File: config.mk
export PLATFORM = sky130hd
export DESIGN_NAME = clk_enable_gen
export DESIGN_NICKNAME = d
export VERILOG_FILES = /design/src/rtl/clk_gen_pkg.sv /design/src/rtl/ce_div_channel.sv /design/src/rtl/clk_enable_gen.sv
export SDC_FILE = /design/constraint.sdc
export NUM_CORES = 1
export LEC_CHECK = 0
export BUFFER_PORTS_ARGS = -buffer_cell sky130_fd_sc_hd__buf_2
export CAP_MARGIN = 10
export CORE_ASPECT_RATIO = 0.9
export CORE_MARGIN = 4
export CORE_UTILIZATION = 50
export DETAILED_ROUTE_END_ITERATION = 12
export GPL_TIMING_DRIVEN = 0
export PLACE_DENSITY = 0.7
export SLEW_MARGIN = 30
export SYNTH_ARGS = -nofsm -noshare
export SYNTH_HDL_FRONTEND = slang
export SYNTH_SLANG_ARGS = --single-unit
File: constraint.sdc
create_clock -name clkin -period 4.2 [get_ports clkin]
set_input_delay 0.42 -clock clkin [delete_from_list [all_inputs] [get_ports clkin]]
set_output_delay 0.42 -clock clkin [all_outputs]
set_load 0.02 [all_outputs]
File: src/rtl/clk_gen_pkg.sv
// Shared types and defaults for the clk_enable_gen slice (lock FSM states, default widths).
// Optional feature macro used by this slice: CE_SYNC_EN.
package clk_gen_pkg;

    typedef enum logic [1:0] {
        UNLOCKED,
        COUNTING,
        LOCKED
    } lock_state_t;

    localparam int CNT_W_DEF       = 16;
    localparam int LOCK_CYCLES_DEF = 1024;

    // Channel-select width never drops below one bit, even for a single channel.
    function automatic int ch_sel_width(input int n);
        return (n > 1) ? $clog2(n) : 1;
    endfunction

endpackage

File: src/rtl/ce_div_channel.sv
// One clock-enable divider channel: counter, shadow divide register, live divide register, busy flag.
// With CE_SYNC_EN defined, a sync input phase-aligns the counter to zero.
module ce_div_channel
    import clk_gen_pkg::*;
#(
    parameter int CNT_W    = CNT_W_DEF,
    parameter int DIV_INIT = 0
) (
    input  logic             clkin,
    input  logic             rst_n,
    input  logic             run,
    input  logic             wr,
    input  logic [CNT_W-1:0] val,
`ifdef CE_SYNC_EN
    input  logic             sync,
`endif
    output logic             ce_o,
    output logic             busy_o
);

    logic [CNT_W-1:0] cnt_q, cnt_d;
    logic [CNT_W-1:0] div_q, div_d;
    logic [CNT_W-1:0] shadow_q, shadow_d;
    logic             busy_q, busy_d;
    logic             sync_hit;
    logic             terminal;
    logic             boundary;

`ifdef CE_SYNC_EN
    assign sync_hit = run && sync;
`else
    assign sync_hit = 1'b0;
`endif

    assign terminal = run && !sync_hit && (cnt_q == div_q);
    assign boundary = !run || sync_hit || terminal;

    // A pending divide is committed only on a period boundary (or while idle), so no runt period appears.
    always_comb begin
        cnt_d    = cnt_q;
        div_d    = div_q;
        shadow_d = shadow_q;
        busy_d   = busy_q;
        if (boundary) begin
            cnt_d = '0;
        end else begin
            cnt_d = cnt_q + CNT_W'(1);
        end
        if (busy_q && boundary) begin
            div_d  = shadow_q;
            busy_d = 1'b0;
        end
        if (wr) begin
            shadow_d = val;
            busy_d   = 1'b1;
        end
    end

    always_ff @(posedge clkin or negedge rst_n) begin
        if (!rst_n) begin
            cnt_q    <= '0;
            div_q    <= CNT_W'(DIV_INIT);
            shadow_q <= CNT_W'(DIV_INIT);
            busy_q   <= 1'b0;
        end else begin
            cnt_q    <= cnt_d;
            div_q    <= div_d;
            shadow_q <= shadow_d;
            busy_q   <= busy_d;
        end
    end

    assign ce_o   = terminal;
    assign busy_o = busy_q;

endmodule

File: src/rtl/clk_enable_gen.sv
// PLL lock qualifier and NUM_CH programmable clock-enable generator running on clkin.
// Define CE_SYNC_EN to add the sync_req input that phase-aligns all channels.
module clk_enable_gen
    import clk_gen_pkg::*;
#(
    parameter int  NUM_CH      = 4,
    parameter int  CNT_W       = CNT_W_DEF,
    parameter int  DIV_INIT    = 0,
    parameter int  LOCK_CYCLES = LOCK_CYCLES_DEF,
    localparam int CH_W        = ch_sel_width(NUM_CH)
) (
    input  logic              clkin,
    input  logic              rst_n,
    input  logic              pll_locked,
    input  logic              div_wr,
    input  logic [CH_W-1:0]   div_ch,
    input  logic [CNT_W-1:0]  div_val,
`ifdef CE_SYNC_EN
    input  logic              sync_req,
`endif
    output logic              locked,
    output logic [NUM_CH-1:0] ce_out,
    output logic [NUM_CH-1:0] div_busy
);

    localparam int              LC_W      = $clog2(LOCK_CYCLES + 1);
    localparam logic [LC_W-1:0] LOCK_LAST = LC_W'(LOCK_CYCLES - 1);

    logic            lk_meta_q;
    logic            lk_s_q;
    lock_state_t     state_q;
    logic [LC_W-1:0] lock_cnt_q;
    logic            locked_q;

    always_ff @(posedge clkin or negedge rst_n) begin
        if (!rst_n) begin
            lk_meta_q <= 1'b0;
            lk_s_q    <= 1'b0;
        end else begin
            lk_meta_q <= pll_locked;
            lk_s_q    <= lk_meta_q;
        end
    end

    // The first synced-high cycle is seen in UNLOCKED, so COUNTING starts at 1 to keep rise latency at LOCK_CYCLES+2.
    always_ff @(posedge clkin or negedge rst_n) begin
        if (!rst_n) begin
            state_q    <= UNLOCKED;
            lock_cnt_q <= '0;
            locked_q   <= 1'b0;
        end else begin
            case (state_q)
                UNLOCKED: begin
                    lock_cnt_q <= '0;
                    locked_q   <= 1'b0;
                    if (lk_s_q) begin
                        if (LOCK_CYCLES == 1) begin
                            state_q  <= LOCKED;
                            locked_q <= 1'b1;
                        end else begin
                            state_q    <= COUNTING;
                            lock_cnt_q <= LC_W'(1);
                        end
                    end
                end
                COUNTING: begin
                    if (!lk_s_q) begin
                        state_q    <= UNLOCKED;
                        lock_cnt_q <= '0;
                    end else if (lock_cnt_q == LOCK_LAST) begin
                        state_q  <= LOCKED;
                        locked_q <= 1'b1;
                    end else begin
                        lock_cnt_q <= lock_cnt_q + LC_W'(1);
                    end
                end
                LOCKED: begin
                    if (!lk_s_q) begin
                        state_q    <= UNLOCKED;
                        lock_cnt_q <= '0;
                        locked_q   <= 1'b0;
                    end
                end
                default: begin
                    state_q    <= UNLOCKED;
                    lock_cnt_q <= '0;
                    locked_q   <= 1'b0;
                end
            endcase
        end
    end

    assign locked = locked_q;

    for (genvar g = 0; g < NUM_CH; g++) begin : g_ch
        ce_div_channel #(
            .CNT_W    (CNT_W),
            .DIV_INIT (DIV_INIT)
        ) u_ch (
            .clkin  (clkin),
            .rst_n  (rst_n),
            .run    (locked_q),
            .wr     (div_wr && (div_ch == CH_W'(g))),
            .val    (div_val),
`ifdef CE_SYNC_EN
            .sync   (sync_req),
`endif
            .ce_o   (ce_out[g]),
            .busy_o (div_busy[g])
        );
    end

endmodule
==> results of run 1 <==
-- stage by stage --
stage	hold slack [ns]	TNS (ns)	worst slack [ns]	power (W)	cells
floorplan	0.124	0	2.15	0.00314	762
global placement	0.339	-140.18	-0.680	0.00333	1037
detailed placement	0.342	0	1.39	0.00337	1039
CTS	0.0106	0	0.847	0.00541	1080
global route	0.0209	0	1.24	0.00559	1080
finish	0.0248	0	1.41	0.00536	1080
-- power breakdown --
part / internal (W) / switching [W]
registers: 0.00236 / 0.000230
clock network: 0.00122 / 0.000800
logic: 0.000468 / 0.000278
total: 0.00405 / 0.00131
-- layout by cell type, fill, tap and decap left out, types with 8 or more instances in the layout --
master / Yosys / routed
a21oi_1: 9 / 9
and3_1: 8 / 8
buf_2: 1 / 30
buf_4: 8 / 8
clkbuf_1: 11 / 15
clkbuf_16: 0 / 23
dfrtp_1: 212 / 212
inv_1: 17 / 17
mux2_2: 88 / 88
mux2_4: 40 / 40
nand2_1: 24 / 24
nand3_1: 25 / 25
nand4_1: 28 / 28
nor2_1: 82 / 82
nor3_1: 9 / 9
o21ai_0: 10 / 10
or3_1: 9 / 9
xnor2_1: 90 / 90
xor2_1: 31 / 31
-- how the worst max path moves through the flow --
stage,cells past startpoint,to,slack (ns)
3_3_place_gp,1,lock_cnt_q[7]$_DFFE_PN0P_,-0.68
5_1_grt,5,ce_out[1],1.24
6_report,5,ce_out[2],1.41
4_1_cts,5,ce_out[0],0.85
3_5_place_dp,5,ce_out[0],1.39
2_1_floorplan,6,g_ch[0].u_ch.div_q[10]$_DFFE_PN0P_,2.15
-- cell type report --
class                           count  area (um2)  area share, %
Multi-Input combinational cell    509        4140           37.8
Sequential cell                   212        5310           48.5
Timing Repair Buffer               33         225           2.06
Clock buffer                       33         663           6.06
Buffer                             24         153           1.39
Clock inverter                      7        91.3          0.834
Tap cell                          245         307           2.80
Inverter                           17        63.8          0.583
-- worst max-delay path, stage by stage (launching register included) --
cell      delay [ns]
dfrtp_1         0.34
clkbuf_2        0.39
inv_1           0.31
nor4b_1         0.49
buf_4           0.18
buf_2           0.15
-- kinds of logic after synthesis --
kind of cell	share of synthesized area, %
multiplexers	16.5
XOR/XNOR	11.0
flip-flops	55.0
AND/OR/NAND/NOR	11.6
AO/OA/AOI/OAI	3.14
adder cells (fa/ha/maj)	0.648
buffers and inverters	2.23
-- routing by layer --
metal  GRT usage [%]  share of wire, %
met1            26.5                47
met5               0                 0
met3            3.04               3.3
met4            3.81               2.1
met2            28.8                47
-- registers in the layout, indices dropped and copies added, names as in the netlist --
name,count
g_ch.u_ch.div_q,64
g_ch.u_ch.shadow_q,64
lk_meta_q,1
lk_s_q,1
locked,1
g_ch.u_ch.cnt_q,64
state_q,2
g_ch.u_ch.busy_o,4
lock_cnt_q,11
-- repair_timing --
item,in CTS,in global routing
hold buffers,1,0
hold endpoints to repair,57,0
endpoints found under the setup margin,0,0
==> results by group, run 1 <==
Clocking
  – Clk Latency, worst-skew pair: 0.50 ns
  – Clock root cell: clkbuf_16
  – CTS Sinks: 212
  – Post-cts sizing count: 0
  – Clk pin slew, worst setup/hold paths: 0.06 ns
  – H-tree Lvls: 1
  – CTS tree: done
  – CTS Buf Count: 22
  – CTS max path bufs: 3
  – Post-CTS setup buffers: 0

Yosys
  – Mean Syn Cell Area: 12.7 um2
  – FFs w/ async S/R, synth: 100%
  – Cell area after synthesis: 9650 um2
  – Warnings, synthesis: 0
  – Post-synthesis register bit count: 212
  – Sequential area share after synthesis: 55.0%
  – Post-synth top area share: 55.0%
  – Synth area leader: dfrtp_1
  – Cells after Synth: 762
  – Top cells by count, synth: dfrtp_1 (212), xnor2_1 (90), mux2_2 (88), nor2_1 (82), mux2_4 (40)
  – Synth cell types: 44
  – Most frequent cell after synthesis: dfrtp_1
  – Post-synth EDFFs: 0
  – Syn nets: 789
  – Area contributors post-synth: dfrtp_1 (55%), mux2_2 (10%), xnor2_1 (8.2%), mux2_4 (6.2%), nor2_1 (3.2%)
  – Main synth FF type: dfrtp_1

Finish
  – Ant. Diodes: 0
  – # fillers: 1502
  – Post-route cell area: 10900 um2
  – Area grow syn2layout: 13.4%
  – # nets final: 846
  – Final Util: 58.5%
  – Layout cell share with drive strength beyond 1: 26.2%

Setup path
  – CP startpoint kind: flip-flop
  – Setup crit start: locked$_DFFE_PN0P_
  – Critical path class: reg -> out
  – Arr. time, crit path: 2.37 ns
  – Worst EP required: 3.78 ns
  – Worst reg-to-reg path cell count: 6
  – Crit-path max FO: 7
  – Worst setup EP type: output pin
  – R2r startpoint: g_ch[0].u_ch.cnt_q[2]$_DFF_PN0_
  – R2r endpoint: g_ch[0].u_ch.div_q[9]$_DFFE_PN0P_
  – Register-to-register setup slack: 1.84 ns

Place
  – Post-DP HPWL: 13.3 mm
  – RePlAce Congestion: 0.853
  – Port bufs: 30
  – Post-Place Cell Area: 10200 um2

Routing
  – Router iterations before antenna repair: 5
  – DR iter-0 viols: 302
  – Via count: 5856
  – Antenna-violating nets left: 0
  – Routed WL: 19.2 mm
  – Routed length per placed instance: 17.8 um
  – Drt drc: 0
  – Vias/cell: 5.42

STA
  – Fmax: 0.359 GHz
  – Final period util: 66.4%
  – RSZ-0062 raised after global routing: false
  – Slew headroom: 38.8%
  – Final hold vios: 0
  – Final min period: 2.79 ns
  – Slew @ Worst Pin: 0.909 ns
  – Slew Viols, Final: 0
  – Clk_skew: 0.00988 ns
  – Final setup violation count: 0

GRT
  – First-pass GRT wire length: 32.0 mm
  – Largest net degree at the start of global routing: 85
  – GR Overflow Total: 0
  – Vias in the first global route: 6190
  – Initial antenna violation count: 0
  – Global Route Usage Sum: 18.1%

Worst hold path
  – Hold WC Path Type: in -> reg
  – Hold EP: lk_meta_q$_DFF_PN0_
  – Hold wc startpoint: pll_locked
  – Worst Hold Depth: 1

Die
  – Rows: 47
  – Starting density of the core: 51.6%
  – Die width: 154 um
  – Core area: 18700 um2
  – Die area: 21600 um2
  – Die Y: 140 um
  – # IOs: 31

Power
  – Worst vdd ir: 0.353 mV
  – Power Density: 489 nW/um2
  – Leakage: 4.59 nW

Status
  – Status: finished, final reports clean

Job
  – Max Cap Violations: 0
(Power assumes the default switching activity.)
==> inputs of run 2 (changes only) <==
--- a/config.mk
+++ b/config.mk
@@ -12,7 +12,7 @@
 export CORE_UTILIZATION = 50
 export DETAILED_ROUTE_END_ITERATION = 12
 export GPL_TIMING_DRIVEN = 0
-export PLACE_DENSITY = 0.7
+export PLACE_DENSITY = 0.73
 export SLEW_MARGIN = 30
 export SYNTH_ARGS = -nofsm -noshare
 export SYNTH_HDL_FRONTEND = slang
==> constraint.sdc (replaced) <==
create_clock -name clkin -period 2.5 [get_ports clkin]
set_input_delay 0.25 -clock clkin [delete_from_list [all_inputs] [get_ports clkin]]
set_output_delay 0.25 -clock clkin [all_outputs]
set_load 0.02 [all_outputs]
==> run 2 against run 1 <==
- routed wire length is 1.7% lower
- power rose by 66%
- first-iteration DRC count is 11% higher
- critical path type is now reg -> reg
- final cell count rose by 0.37%
- sequential share of layout area shrank 0.24 points
- combinational power is 69% higher
- die area stayed put
- largest power group unchanged
- flip-flop and latch count unchanged
- critical path depth grew 1
- setup slack lost 1.3 ns
==> results by group, run 2 (same netlist as run 1, synthesis figures left out) <==
Worst hold path
  – Hold WC Path Type: in -> reg
  – Worst Hold Depth: 2 (+1)
  – Hold wc startpoint: div_val[6]

STA
  – RSZ-0062 raised after global routing: false
  – Slew Viols, Final: 0 (unchanged)
  – Final WS setup: 0.129 ns (-1.28 ns)
  – Clk_skew: 0.00606 ns (-0.00382 ns)
  – Final hold vios: 0 (unchanged)
  – Fmax: 0.422 GHz
  – Final period util: 94.8%
  – Slew @ Worst Pin: 0.788 ns (-0.122 ns)
  – Final min period: 2.37 ns
  – Final setup violation count: 0 (unchanged)
  – Slew headroom: 47.3% (+8.4 points)

Routing
  – Antenna-violating nets left: 0 (unchanged)
  – Routed WL: 18.9 mm (-1.7%)
  – Vias/cell: 5.37 (-0.88%)
  – DR iter-0 viols: 335 (+11%)
  – Via count: 5826 (-0.51%)
  – Drt drc: 0 (unchanged)
  – Routed length per placed instance: 17.4 um (-2.0%)
  – Router iterations before antenna repair: 4 (-1)

Clocking
  – CTS max path bufs: 3 (unchanged)
  – CTS tree: done
  – Clk pin slew, worst setup/hold paths: 0.06 ns (about the same)
  – Clk Latency, worst-skew pair: 0.50 ns (about the same)
  – CTS Sinks: 212 (unchanged)
  – CTS Buf Count: 22 (unchanged)
  – H-tree Lvls: 1 (unchanged)
  – Clock root cell: clkbuf_16

Finish
  – Layout cell share with drive strength beyond 1: 27.3% (+1.1 points)
  – Biggest regs: g_ch.u_ch.cnt_q (64), g_ch.u_ch.div_q (64), g_ch.u_ch.shadow_q (64)
  – Area grow syn2layout: 14.0%
  – # nets final: 852 (+0.71%)
  – Commonest non-fill, non-tap cell in the layout: dfrtp_1
  – Ant. Diodes: 0 (unchanged)
  – Most frequent cells in the layout: dfrtp_1 (211), xnor2_1 (90), mux2_2 (88)
  – Final Util: 58.9% (+0.33 points)

Job
  – Max Cap Violations: 0 (unchanged)

Setup path
  – Crit-path max FO: 10 (+3)
  – CP startpoint kind: flip-flop
  – Register-to-register setup slack: 0.13 ns (-1.71 ns)
  – R2r startpoint: g_ch[0].u_ch.cnt_q[6]$_DFF_PN0_
  – Setup crit start: g_ch[0].u_ch.cnt_q[6]$_DFF_PN0_
  – Worst reg-to-reg path cell count: 6 (unchanged)
  – Critical Path Sink: g_ch[0].u_ch.div_q[13]$_DFFE_PN0P_
  – Worst setup EP type: flip-flop
  – Worst EP required: 2.89 ns (-0.89 ns)
  – Arr. time, crit path: 2.76 ns (+0.39 ns)
  – Critical path class: reg -> reg
  – R2r endpoint: g_ch[0].u_ch.div_q[13]$_DFFE_PN0P_

Die
  – Die width: 154 um (unchanged)
  – Die Y: 140 um (unchanged)
  – Core area: 18700 um2 (unchanged)
  – Die area: 21600 um2 (unchanged)
  – Rows: 47 (unchanged)
  – Starting density of the core: 51.6% (unchanged)
  – # IOs: 31 (unchanged)

Power
  – Sequential Power Share: 48.7% (+0.3 points)
  – Combinational power share: 14.2% (+0.3 points)
  – Power Density: 810 nW/um2 (+66%)
  – Pint: 0.00675 W (+67%)
  – Worst vdd ir: 0.596 mV (+69%)
  – Leakage: 4.60 nW (+0.26%)
  – Sw frac: 24.2% (-0.18 points)
  – Part of the power in the clock network: 37.1% (-0.6 points)
  – Sw power: 0.00216 W (+65%)

GRT
  – Initial antenna violation count: 0 (unchanged)
  – GR Overflow Total: 0 (unchanged)
  – First-pass GRT wire length: 31.5 mm (-1.6%)
  – Largest net degree at the start of global routing: 87 (+2.4%)
  – Vias in the first global route: 5962 (-3.7%)
  – Global Route Usage Sum: 17.9% (-0.26 points)

Place
  – RePlAce Congestion: 0.812 (-4.9%)
  – Port bufs: 30 (unchanged)
  – Worst slack, placed: -0.172 ns (-1.56 ns)
  – Post-DP HPWL: 12.9 mm (-3.5%)

Status
  – Status: finished, final reports clean
-- run 2: worst max-delay path, stage by stage (launching register included) --
cell and delay (ns):
dfrtp_1 0.45, xnor2_1 0.18, nand4_1 0.23, o41ai_4 0.71, nand2_4 0.17, buf_6 0.21
mux2_4 0.30
-- run 2: cell type report --
cell class                 count  area, um2
inverter                      17       63.8
buffer                        23        148
clock buffer                  31        646
clock inverter                 7       85.1
fill                        1492       7690
sequential                   212       5310
multi-input combinational    509       4170
timing repair buffer          40        280
tap                          245        307
-- run 2: routing by layer --
metal  track usage (%)  part of all wire, %  vias to the layer above
li1                  -                    -                     2759
met4              4.60                  2.5                        0
met3              2.70                  3.5                       30
met1              27.1                   49                     2935
met2              27.1                   45                      102
met5                 0                    0                        -
-- run 2: worst min path at each step --
| stage | endpoint | slack (ns) |
|---|---|---|
| floorplan | g_ch[0].u_ch.busy_o$_DFFE_PN0P_ | -0.05 |
| global placement | lk_s_q$_DFF_PN0_ | 0.33 |
| detailed placement | g_ch[2].u_ch.cnt_q[12]$_DFF_PN0_ | 0.23 |
| CTS | g_ch[3].u_ch.shadow_q[6]$_DFFE_PN0P_ | 0.07 |
| global route | g_ch[3].u_ch.shadow_q[6]$_DFFE_PN0P_ | 0.09 |
| finish | g_ch[3].u_ch.shadow_q[6]$_DFFE_PN0P_ | 0.09 |
-- run 2: power by group through the flow --
stage	clock (W)	sequential [W]	combinational, W
2_1_floorplan	0	0.00428	0.000998
3_3_place_gp	0	0.00439	0.00119
5_1_grt	0.00352	0.00441	0.00138
3_5_place_dp	0	0.00440	0.00125
4_1_cts	0.00338	0.00435	0.00127
6_report	0.00331	0.00434	0.00126
-- run 2: timing repair --
action / in CTS / in global routing
pin swaps: 0 / 4
hold endpoints to repair: 62 / 0
gates cloned: 0 / 0
resized for setup: 2 / 4
buffers inserted: 0 / 6
hold buffers: 2 / 0
endpoints found under the setup margin: 4 / 56
-- run 2: through the flow --
stage / total power (W) / TNS [ns] / instances / instance area, um2 / hold WS [ns]
6_report: 0.00891 / 0 / 1084 / 11000 / 0.0879
5_1_grt: 0.00931 / 0 / 1084 / 11000 / 0.0859
4_1_cts: 0.00900 / 0 / 1078 / 10900 / 0.0728
3_5_place_dp: 0.00565 / -0.292 / 1039 / 10200 / 0.226
3_3_place_gp: 0.00558 / -518.27 / 1037 / 10100 / 0.331
2_1_floorplan: 0.00528 / 0 / 762 / 9650 / -0.0456
